==> config.mk <==
export PLATFORM = sky130hd
export DESIGN_NAME = servo_ramp_ctrl
export DESIGN_NICKNAME = d
export VERILOG_FILES = /design/src/rtl/servo_pkg.sv /design/src/rtl/servo_ms_tick.sv /design/src/rtl/servo_ramp_ctrl.sv
export SDC_FILE = /design/constraint.sdc
export NUM_CORES = 1
export LEC_CHECK = 0
export BUFFER_PORTS_ARGS = -buffer_cell sky130_fd_sc_hd__buf_4
export CAP_MARGIN = 10
export CORE_MARGIN = 4
export CORE_UTILIZATION = 55
export DETAILED_ROUTE_END_ITERATION = 8
export PLACE_DENSITY = 0.85
export RECOVER_POWER = 50
export SYNTH_ARGS = -nofsm -noshare
export SYNTH_HDL_FRONTEND = slang
export SYNTH_HIERARCHICAL = 1
export SYNTH_SLANG_ARGS = --single-unit
export TNS_END_PERCENT = 5
==> constraint.sdc <==
create_clock -name clk_i -period 4.7 [get_ports clk_i]
set_input_delay 0.47 -clock clk_i [delete_from_list [all_inputs] [get_ports clk_i]]
set_output_delay 0.47 -clock clk_i [all_outputs]
set_load 0.02 [all_outputs]
==> src/rtl/servo_pkg.sv <==
// Shared servo constants, state encoding and the ms tick helper.
package servo_pkg;

  localparam int unsigned MS = 1_000_000;

  localparam logic [1:0] OFF  = 2'd0;
  localparam logic [1:0] IDLE = 2'd1;
  localparam logic [1:0] RAMP = 2'd2;

  typedef enum logic [1:0] {
    ST_OFF  = OFF,
    ST_IDLE = IDLE,
    ST_RAMP = RAMP
  } state_t;

  // Terminal count of the ms counter; the tick period is this value plus one.
  function automatic int unsigned MS_TICKS(input int unsigned clk_per_ns);
    return MS / clk_per_ns;
  endfunction

endpackage

==> src/rtl/servo_ms_tick.sv <==
// ms tick and per-update pulse generator; tick_o/upd_o are 1-cycle pulses, no backpressure.
// clr_i restarts both counters so the next update lands a full STEP_MS ticks later.
module servo_ms_tick
  import servo_pkg::*;
#(
  parameter int unsigned CLK_PER_NS = 40,
  parameter int unsigned STEP_MS    = 20
) (
  input  logic clk_i,
  input  logic rst_i,
  input  logic clr_i,
  output logic tick_o,
  output logic upd_o
);

  localparam int unsigned TC = MS_TICKS(CLK_PER_NS);
  localparam int unsigned TW = (TC > 0) ? $clog2(TC + 1) : 1;
  localparam int unsigned UW = (STEP_MS > 1) ? $clog2(STEP_MS) : 1;

  logic [TW-1:0] tick_cnt;
  logic [UW-1:0] upd_cnt;

  assign tick_o = (tick_cnt == TW'(TC));
  assign upd_o  = tick_o && (upd_cnt == UW'(STEP_MS - 1));

  always_ff @(posedge clk_i) begin
    if (rst_i || clr_i) begin
      tick_cnt <= '0;
      upd_cnt  <= '0;
    end else begin
      if (tick_o) begin
        tick_cnt <= '0;
        if (upd_o) upd_cnt <= '0;
        else       upd_cnt <= upd_cnt + 1'b1;
      end else begin
        tick_cnt <= tick_cnt + 1'b1;
      end
    end
  end

endmodule

==> src/rtl/servo_ramp_ctrl.sv <==
// Rate-limited servo target tracker: position_o moves at most STEP per update period, done_o is registered.
// Commands are accepted any cycle the block is enabled; a new command simply replaces the target.
module servo_ramp_ctrl
  import servo_pkg::*;
#(
  parameter int unsigned CLK_PER_NS = 40,
  parameter int unsigned N          = 8,
  parameter int unsigned STEP_MS    = 20,
  parameter int unsigned STEP       = 4,
  parameter int unsigned INIT_POS   = 2 ** (N - 1)
) (
  input  logic         clk_i,
  input  logic         rst_i,
  input  logic         enable_i,
  input  logic         cmd_valid_i,
  input  logic [N-1:0] cmd_target_i,
  output logic         cmd_ready_o,
  output logic [N-1:0] position_o,
  output logic         en_o,
  output logic         busy_o,
  output logic         done_o
);

  localparam logic [N:0]   STEP_W = (N + 1)'(STEP);
  localparam logic [N-1:0] STEP_N = N'(STEP);
  localparam logic [N-1:0] INIT_N = N'(INIT_POS);

  state_t        state_q;
  logic [N-1:0]  target_q;
  logic [N-1:0]  position_q;
  logic          done_q;

  logic          tick;
  logic          upd_pulse;
  logic          upd;
  logic          clr;
  logic          accept;
  logic [N-1:0]  eff_target;
  logic signed [N:0] diff;
  logic [N:0]    mag;
  logic          near;
  logic [N-1:0]  next_pos;

  assign cmd_ready_o = enable_i && (state_q != ST_OFF);
  assign accept      = cmd_valid_i && cmd_ready_o;
  assign en_o        = (state_q != ST_OFF);
  assign busy_o      = (state_q == ST_RAMP);
  assign done_o      = done_q;
  assign position_o  = position_q;

  // Counters idle at zero while off, and restart when a ramp begins from rest.
  assign clr = (state_q == ST_OFF)
            || ((state_q == ST_IDLE) && accept && (cmd_target_i != position_q));

  servo_ms_tick #(
    .CLK_PER_NS (CLK_PER_NS),
    .STEP_MS    (STEP_MS)
  ) u_tick (
    .clk_i  (clk_i),
    .rst_i  (rst_i),
    .clr_i  (clr),
    .tick_o (tick),
    .upd_o  (upd_pulse)
  );

  assign upd = tick && upd_pulse;

  // A retarget landing on an update edge steps toward the new target.
  assign eff_target = accept ? cmd_target_i : target_q;
  assign diff       = $signed({1'b0, eff_target}) - $signed({1'b0, position_q});
  assign mag        = diff[N] ? $unsigned(-diff) : $unsigned(diff);
  assign near       = (mag <= STEP_W);

  always_comb begin
    next_pos = eff_target;
    if (!near) begin
      if (diff[N]) next_pos = position_q - STEP_N;
      else         next_pos = position_q + STEP_N;
    end
  end

  always_ff @(posedge clk_i) begin
    if (rst_i) begin
      state_q    <= ST_OFF;
      position_q <= INIT_N;
      target_q   <= INIT_N;
      done_q     <= 1'b0;
    end else begin
      done_q <= 1'b0;
      if (!enable_i) begin
        state_q <= ST_OFF;
      end else begin
        case (state_q)
          ST_OFF: begin
            state_q <= ST_IDLE;
          end
          ST_IDLE: begin
            if (accept) begin
              target_q <= cmd_target_i;
              if (cmd_target_i == position_q) done_q  <= 1'b1;
              else                            state_q <= ST_RAMP;
            end
          end
          ST_RAMP: begin
            if (accept) target_q <= cmd_target_i;
            if (accept && (cmd_target_i == position_q)) begin
              state_q <= ST_IDLE;
              done_q  <= 1'b1;
            end else if (upd) begin
              position_q <= next_pos;
              if (near) begin
                state_q <= ST_IDLE;
                done_q  <= 1'b1;
              end
            end
          end
          default: begin
            state_q <= ST_OFF;
          end
        endcase
      end
    end
  end

endmodule

==> reports/metrics.cfg, run 1 <==
[run_status]
outcome=finished clean

[grt]
grt_overflow=0
grt_pass1_vias=2293
track_usage=0.204
antenna_found_initial=0
grt_pass1_wl_um=10300
grt_max_degree=23

[pwr]
seqPwrFrac=0.398
p_switching_mw=0.252
p_total_mw=0.848
p_per_area_mw_per_mm2=277
swShare=0.297
ir_drop_mv=0.134
p_int_mw=0.596
clockPowerShare=0.346
p_comb_frac=0.256
p_leak_nw=1.21

[finish]
design_area_mm2=0.00307
seqCellArea_um2=781
layout_commonest_cell=nor2_1
instances_no_fill=424
num_antenna_cells=0
final_core_util=0.641
multi_input_area_mm2=0.00185
drive_above_1_share=0.123
layout.nets=388
layout_common_cells=45 x nor2_1, 39 x dfxtp_1, 23 x inv_1, 23 x nand2_1, 18 x ha_1
syn2layout_area_growth_pct=11.3
fillers=429

[clock_network]
clk_latency_ns=0.30
htreeDepth=2
cts-root-buf=clkbuf_8
cts_sinks=39
cts_tree=yes
cts_buffer_depth=2
cts_made_buffers=5
clkTransAtPathRegs_ns=0.08
ctsHoldBuffers=0

[yosys]
synth_top_area_share=0.283
synth_cells=331
synthTopCellsByArea=dfxtp_1 28%, ha_1 8.2%, nor2_1 6.1%, xor2_1 5.1%, xnor2_1 3.8%
syn_nets=363
async_reset_ff_frac=0
synth_top_cell_by_area=dfxtp_1
yosys_warnings=6
ys_ff_latch=39
synth_ff_type=dfxtp_1
avgSynthCellArea_um2=8.32
syn_area_mm2=0.00276
synth_seq_area_share=0.283
synth-edff-count=0
synth.distinct_cells=55

[place]
placedCellCount=414
port_buffers=23
place.gp.congestion=0.827
place_hpwl_um=4570
pre_cts_slack_ns=0.365
place_area_mm2=0.00298

[critical_path]
required_ns=4.91
cp_cell_sequence=inv_1 > ha_1 > nor2b_1 > nand2_2 > mux2i_1 > ha_1 > fa_1 > nand2b_1 > a211oi_2 > o21ai_2 > a21oi_4 > inv_1 > ha_1 > a21o_1 > a21o_1 > a21o_1 > a21oi_1 > xor2_1 > nand2b_1 > a21oi_1 > a221oi_1
critical_path.max_stage_delay_ns=0.39
path_max_fanout=5
arrival_ns=4.45
end_kind=flop
worstSetupPathType=reg2reg
worstSetupStartpointType=flop
cp_slowest_cell=fa_1

[die]
io_pins=24
core_mm2=0.00479
fp-row-count=25
start_util=0.576
dieWidth_um=78.8
die-area_mm2=0.00621
die_h_um=78.8

[sta]
setup_viol=0
worst_slack_ns=0.460
tightest_slew_ns=0.598
worst_hold_slack_ns=0.488
max_freq_mhz=236
fin_crit_sh=0.902
slew_headroom=0.601
finalMaxSlewViolations=0
setup_tns_ns=0
period_needed_ns=4.24
rsz0062_at_grt=false
hold_viol=0
clock-skew-final_ns=0.00922

[detailed_routing]
routed_wl_um=5900
num_vias=2399
wire_per_inst_um=13.9
drc=0
drtIter0Drc=90
viasPerCell=5.66
dr.pass1.iters=4
ant_nets=0

[flow_run]
max-cap-violations=0

[worst_hold_path]
hp-class=reg2reg

[state kept, by name (all words and copies together) (netlist names)]
| register | cells |
|---|---|
| done_o | 1 |
| position_o | 8 |
| u_tick/tick_cnt | 15 |
| state_q | 2 |
| u_tick/upd_cnt | 5 |
| target_q | 8 |
[worst max-delay path, delay by kind of cell, from the launching register on]
kind / cells / cell delay (ns)
XOR/XNOR: 1 / 0.19
flip-flops: 1 / 0.38
adder cells (fa/ha/maj): 4 / 1.15
multiplexers: 1 / 0.18
AND/OR/NAND/NOR: 4 / 0.60
buffers and inverters: 2 / 0.18
AO/OA/AOI/OAI: 9 / 1.48
[synthesized netlist by cell type (all sizes together), types with 2 or more instances]
cell type  number
a211oi         13
a21o            5
a21oi          15
a221oi          2
a311o           2
a31oi           3
and3b           2
and4            4
buf             3
clkbuf          5
dfxtp          39
fa              2
ha             18
inv            23
mux2            7
mux2i           9
nand2          24
nand2b          4
nand3          11
nand3b          3
nand4           6
nand4b          2
nor2           49
nor2b           8
nor3           14
nor4            7
o21a            2
o21ai           7
o311ai          2
or3             2
xnor2          12
xor2           16
[cell type report]
| class | instances | area share |
|---|---|---|
| Multi-Input combinational cell | 261 | 0.603 |
| Sequential cell | 39 | 0.255 |
| Timing Repair Buffer | 26 | 0.0490 |
| Inverter | 23 | 0.0282 |
| Tap cell | 67 | 0.0273 |
| Clock buffer | 6 | 0.0269 |
| Clock inverter | 2 | 0.0114 |
[worst paths after layout]
check	startpoint	endpoint	slack [ns]	cells after the start
max	state_q[0]	position_o[7]	0.46	21
min reg2reg	target_q[7]	target_q[7]	0.49	2
max reg2reg	state_q[0]	position_o[7]	0.46	21
min	target_q[7]	target_q[7]	0.49	2
[what timing repair did]
action | in CTS | in global routing
endpoints found under the setup margin | 0 | 1
setup buffers | 0 | 2
gates resized for setup | 0 | 0
[per-layer routing]
metal / GRT usage / wire (um)
met5: 0 / 0
met4: 0.0647 / 82
met3: 0.0329 / 124
met2: 0.369 / 3030
met1: 0.245 / 2670
[power groups by stage]
stage | registers, mW | logic, mW | clock network, mW
3_3_place_gp | 0.345 | 0.211 | 0
2_1_floorplan | 0.345 | 0.173 | 0
4_1_cts | 0.338 | 0.218 | 0.296
3_5_place_dp | 0.345 | 0.218 | 0
6_report | 0.338 | 0.217 | 0.293
5_1_grt | 0.338 | 0.240 | 0.311
[kinds of logic after synthesis]
group                      share of synthesized area
AOI/OAI and AO/OA                              0.152
DFF                                            0.283
adders and majority gates                     0.0963
and+or+nand+nor                                0.272
xor gates and xnor gates                      0.0890
buffers and inverters                         0.0459
muxes                                         0.0613
(Power assumes the default switching activity.)
==> inputs of run 2 (changes only) <==
--- a/config.mk
+++ b/config.mk
@@ -7,10 +7,14 @@
 export LEC_CHECK = 0
 export BUFFER_PORTS_ARGS = -buffer_cell sky130_fd_sc_hd__buf_4
 export CAP_MARGIN = 10
+export CELL_PAD_IN_SITES_DETAIL_PLACEMENT = 0
+export CELL_PAD_IN_SITES_GLOBAL_PLACEMENT = 1
 export CORE_MARGIN = 4
-export CORE_UTILIZATION = 55
+export CORE_UTILIZATION = 45
 export DETAILED_ROUTE_END_ITERATION = 8
-export PLACE_DENSITY = 0.85
+export GPL_TIMING_DRIVEN = 1
+export MAX_ROUTING_LAYER = met4
+export PLACE_DENSITY = 0.91
 export RECOVER_POWER = 50
 export SYNTH_ARGS = -nofsm -noshare
 export SYNTH_HDL_FRONTEND = slang
==> reports/metrics.cfg, run 2 (synthesized netlist as in run 1, its figures left out) <==
[run_status]
outcome=finished clean

[detailed_routing]
ant_nets=0  ; unchanged
num_vias=2422  ; +0.96%
viasPerCell=5.63  ; -0.45%
routed_wl_um=6110  ; +3.6%
dr.pass1.iters=6  ; +2
drc=0  ; unchanged
dr_wl_met3_um=251  ; +100%
drtIter0Drc=67  ; -26%
met2WireLength_um=2960  ; -2.0%
m1WireLength_um=2840  ; +6.4%
top_layer=met4
wire_per_inst_um=14.2  ; +2.2%

[sta]
hold_viol=0  ; unchanged
clock-skew-final_ns=0.00810  ; -0.00112 ns
fin_crit_sh=0.910  ; +0.00806
slew_headroom=0.607  ; +0.00552
tightest_slew_ns=0.589  ; -0.00827 ns
setup_viol=0  ; unchanged
period_needed_ns=4.28  ; +0.0379 ns
max_freq_mhz=234  ; -0.89%
rsz0062_at_grt=false
finalMaxSlewViolations=0  ; unchanged
setup_tns_ns=0  ; unchanged

[critical_path]
worstSetupStartpointType=flop
end_kind=flop
path_max_fanout=10  ; +5
required_ns=4.90  ; about the same
worstSetupPathType=reg2reg
arrival_ns=4.48  ; +0.03 ns

[clock_network]
cts-root-buf=clkbuf_8
cts_tree=yes
ctsHoldBuffers=0  ; unchanged
clk_latency_ns=0.30  ; about the same
cts_made_buffers=5  ; unchanged
htreeDepth=2  ; unchanged
clkTransAtPathRegs_ns=0.08  ; about the same
cts_buffer_depth=2  ; unchanged
post-cts-setup-buffers=0  ; unchanged
cts_sinks=39  ; unchanged

[pwr]
ir_drop_mv=0.180  ; +35%
p_switching_mw=0.255  ; +0.93%
p_total_mw=0.850  ; +0.25%
p_comb_frac=0.259  ; +0.003
p_int_mw=0.596  ; about the same
swShare=0.299  ; +0.00202
p_leak_nw=1.21  ; about the same
p_per_area_mw_per_mm2=277  ; +0.16%
clockPowerShare=0.344  ; -0.002
seqPwrFrac=0.397  ; about the same

[flow_run]
max-cap-violations=0  ; unchanged

[place]
place_hpwl_um=4610  ; +0.87%
place.gp.congestion=0.800  ; -3.2%
port_buffers=23  ; unchanged

[grt]
track_usage=0.180  ; -0.0246
grt_pass1_wl_um=10600  ; +3.1%
grt_max_degree=23  ; unchanged
grt_overflow=0  ; unchanged
grt_pass1_vias=2248  ; -2.0%
antenna_found_initial=0  ; unchanged

[finish]
drive_above_1_share=0.124  ; +0.000694
layout.nets=386  ; -0.52%
layout_common_cells=45 x nor2_1, 39 x dfxtp_1, 23 x inv_1, 23 x nand2_1, 18 x ha_1
largest_reg_flops=15  ; unchanged
fillers=572  ; +33%
layout_commonest_cell=nor2_1
multi_input_area_mm2=0.00186  ; +0.41%
syn2layout_area_growth_pct=11.4  ; about the same
seqCellArea_um2=781  ; unchanged
largest-register=u_tick/tick_cnt
num_antenna_cells=0  ; unchanged

[die]
core_mm2=0.00592  ; +24%
die-area_mm2=0.00744  ; +20%
dieWidth_um=86.2  ; +9.5%
io_pins=24  ; unchanged
fp-row-count=28  ; +12%
start_util=0.465  ; -0.110
die_h_um=86.2  ; +9.5%

[worst_hold_path]
hp-class=reg2reg

[run 2: final timing paths]
path                            depth (start not counted)   startpoint  slack [ns]       endpoint
worst max-delay path                                   21   state_q[0]        0.42  position_o[7]
worst min-delay path                                    2  target_q[7]        0.48    target_q[7]
worst max register to register                         21   state_q[0]        0.42  position_o[7]
worst min register to register                          2  target_q[7]        0.48    target_q[7]
[run 2: area by class of cell]
| type | count | share of cell area |
|---|---|---|
| repair buffers | 24 | 0.0440 |
| well taps | 75 | 0.0306 |
| clock inverters | 2 | 0.0114 |
| inverters | 23 | 0.0281 |
| flip-flops and latches | 39 | 0.254 |
| clock buffers | 6 | 0.0269 |
| multi-input cells | 261 | 0.605 |
[run 2: power groups by stage]
stage / combinational, mW / sequential [mW] / clock (mW)
6_report: 0.220 / 0.338 / 0.293
5_1_grt: 0.244 / 0.338 / 0.309
4_1_cts: 0.220 / 0.338 / 0.295
3_5_place_dp: 0.219 / 0.345 / 0
3_3_place_gp: 0.217 / 0.345 / 0
2_1_floorplan: 0.173 / 0.345 / 0
[run 2: metal layers]
| layer | global-route usage | vias to the layer above |
|---|---|---|
| met5 | - | - |
| met2 | 0.296 | 53 |
| met3 | 0.0314 | 6 |
| met1 | 0.230 | 1151 |
| met4 | 0.0425 | 0 |
| li1 | - | 1212 |
[run 2: stage by stage]
| step | hold slack (ns) | cell area, um2 | std cells | setup WS [ns] | utilization |
|---|---|---|---|---|---|
| after floorplan | 0.432 | 2760 | 331 | 0.272 | - |
| after global placement | 0.455 | 2990 | 422 | 0.505 | 0.505 |
| after detailed placement | 0.455 | 2990 | 422 | 0.355 | 0.505 |
| after CTS | 0.478 | 3110 | 430 | 0.321 | 0.525 |
| after global routing | 0.487 | 3070 | 430 | 0.0631 | 0.518 |
| final | 0.478 | 3070 | 430 | 0.422 | 0.518 |
[run 2: critical path: stages (launching register included)]
cell and delay, ns:
dfxtp_1 0.37, inv_1 0.08, ha_1 0.24, nor2b_2 0.18
nand2_4 0.14, mux2i_1 0.19, ha_1 0.24, fa_1 0.41
nand2b_1 0.19, a211oi_2 0.26, o21ai_2 0.10, a21oi_4 0.13
inv_1 0.10, ha_1 0.28, a21o_1 0.17, a21o_1 0.19
a21o_1 0.18, a21oi_1 0.16, xor2_1 0.20, nand2b_1 0.13
a21oi_1 0.06, a221oi_1 0.19
[run 2: repair_timing]
item / CTS / global route
resized for setup: 0 / 2
endpoints found under the hold margin: 0 / 0
endpoints found under the setup margin: 0 / 1
==> inputs of run 3 (changes only) <==
--- a/config.mk
+++ b/config.mk
@@ -16,6 +16,7 @@
 export MAX_ROUTING_LAYER = met4
 export PLACE_DENSITY = 0.91
 export RECOVER_POWER = 50
+export SETUP_SLACK_MARGIN = 0.1
 export SYNTH_ARGS = -nofsm -noshare
 export SYNTH_HDL_FRONTEND = slang
 export SYNTH_HIERARCHICAL = 1
==> constraint.sdc (replaced) <==
create_clock -name clk_i -period 4.7 [get_ports clk_i]
set_input_delay 0.235 -clock clk_i [delete_from_list [all_inputs] [get_ports clk_i]]
set_output_delay 0.235 -clock clk_i [all_outputs]
set_load 0.02 [all_outputs]
==> reports/metrics.cfg, run 3 (synthesized netlist as in run 1, its figures left out) <==
[critical_path]
worstSetupPathType=reg2reg
arrival_ns=4.42  ; -0.06 ns
path_max_fanout=8  ; -2
rrSetupSlack_ns=0.47  ; +0.04 ns
required_ns=4.89  ; about the same
worstSetupStartpointType=flop
end_kind=flop

[pwr]
ir_drop_mv=0.145  ; -20%
p_leak_nw=1.19  ; -1.2%
p_per_area_mw_per_mm2=269  ; -2.7%
p_total_mw=0.822  ; -3.3%

[grt]
grt_overflow=0  ; unchanged
grt_pass1_vias=2365  ; +5.2%
antenna_found_initial=0  ; unchanged
track_usage=0.180  ; +0.000650
grt_pass1_wl_um=10600  ; about the same
grt_max_degree=23  ; unchanged

[run_status]
outcome=finished clean

[clock_network]
cts_tree=yes
clkTransAtPathRegs_ns=0.07  ; about the same
cts-root-buf=clkbuf_8
cts_buffer_depth=2  ; unchanged
htreeDepth=2  ; unchanged
clk_latency_ns=0.29  ; about the same
ctsHoldBuffers=0  ; unchanged
cts_resized=0  ; unchanged
cts_sinks=39  ; unchanged
cts_made_buffers=5  ; unchanged
post-cts-setup-buffers=0  ; unchanged

[sta]
rsz0062_at_grt=false
hold_viol=0  ; unchanged
tightest_slew_ns=0.576  ; -0.0134 ns
fin_crit_sh=0.901  ; -0.00947
max_freq_mhz=236  ; +1.1%
slew_headroom=0.613  ; +0.00560
worst_slack_ns=0.467  ; +0.0445 ns
finalMaxSlewViolations=0  ; unchanged
setup_tns_ns=0  ; unchanged
setup_viol=0  ; unchanged
clock-skew-final_ns=0.00632  ; -0.00178 ns
period_needed_ns=4.23  ; -0.0445 ns

[detailed_routing]
viasPerCell=5.41  ; -4.0%
drc=0  ; unchanged
dr.pass1.iters=4  ; -2
num_vias=2325  ; -4.0%
ant_nets=0  ; unchanged
drtIter0Drc=92  ; +37%
wire_per_inst_um=13.8  ; -3.3%
routed_wl_um=5910  ; -3.3%

[die]
core_mm2=0.00592  ; unchanged
dieWidth_um=86.2  ; unchanged
die_h_um=86.2  ; unchanged
die-area_mm2=0.00744  ; unchanged
start_util=0.465  ; unchanged
io_pins=24  ; unchanged
fp-row-count=28  ; unchanged

[finish]
syn2layout_area_growth_pct=10.8
design_area_mm2=0.00305  ; -0.57%
instances_no_fill=430  ; unchanged
layout_common_cells=45 x nor2_1, 39 x dfxtp_1, 24 x nand2_1, 23 x inv_1, 18 x ha_1
layout.nets=387  ; +0.26%
fillers=581  ; +1.6%
largest_reg_flops=15  ; unchanged
num_antenna_cells=0  ; unchanged
drive_above_1_share=0.115  ; -0.00845
layout_commonest_cell=nor2_1
largest-register=u_tick/tick_cnt

[place]
pre_cts_slack_ns=0.362  ; +0.00703 ns
placedCellCount=422  ; unchanged
place_area_mm2=0.00299  ; unchanged
place_hpwl_um=4600  ; -0.14%
port_buffers=23  ; unchanged
place.gp.congestion=0.799  ; -0.14%

[flow_run]
max-cap-violations=0  ; unchanged

[worst_hold_path]
hp-class=in2reg

[run 3: path summary, 6_finish.rpt]
check         startpoint       endpoint  depth (start not counted)
max           state_q[0]  position_o[7]                         21
min                rst_i    target_q[1]                          2
max reg2reg   state_q[0]  position_o[7]                         21
min reg2reg  target_q[7]    target_q[7]                          2
[run 3: power by group]
group	switching, mW	internal (mW)
combinational	0.130	0.0890
clock	0.110	0.156
sequential	0.00289	0.335
[run 3: routing by layer]
metal,vias to the layer above,part of all wire,GRT usage
met5,-,0,-
met4,0,0.010,0.0524
met3,8,0.031,0.0295
met2,35,0.49,0.305
met1,1071,0.47,0.222
li1,1211,-,-
[run 3: final cells by class]
type	count	area [um2]	area share
clock buffer	6	72.6	0.0238
timing repair buffer	25	143	0.0467
clock inverter	1	30.0	0.00984
tap	75	93.8	0.0308
inverter	23	86.3	0.0283
multi-input combinational	261	1850	0.605
sequential	39	781	0.256
[run 3: per-stage QoR]
| stage | hold WS [ns] | util |
|---|---|---|
| floorplan | 0.432 | - |
| global placement | 0.457 | 0.505 |
| detailed placement | 0.471 | 0.505 |
| CTS | 0.287 | 0.522 |
| global route | 0.302 | 0.515 |
| finish | 0.292 | 0.515 |
[run 3: worst max-delay path, cell delays in order, from the launching register on]
cell	delay, ns
dfxtp_1	0.38
inv_1	0.08
ha_1	0.22
nor2b_1	0.15
nand2_1	0.14
buf_4	0.20
mux2_1	0.37
ha_1	0.40
inv_1	0.10
a211oi_2	0.22
o21ai_2	0.10
a21oi_4	0.13
inv_1	0.10
ha_1	0.28
a21o_1	0.17
a21o_1	0.19
a21o_1	0.17
a21oi_1	0.17
xor2_1	0.18
nand2b_1	0.13
a21oi_1	0.06
a221oi_1	0.20
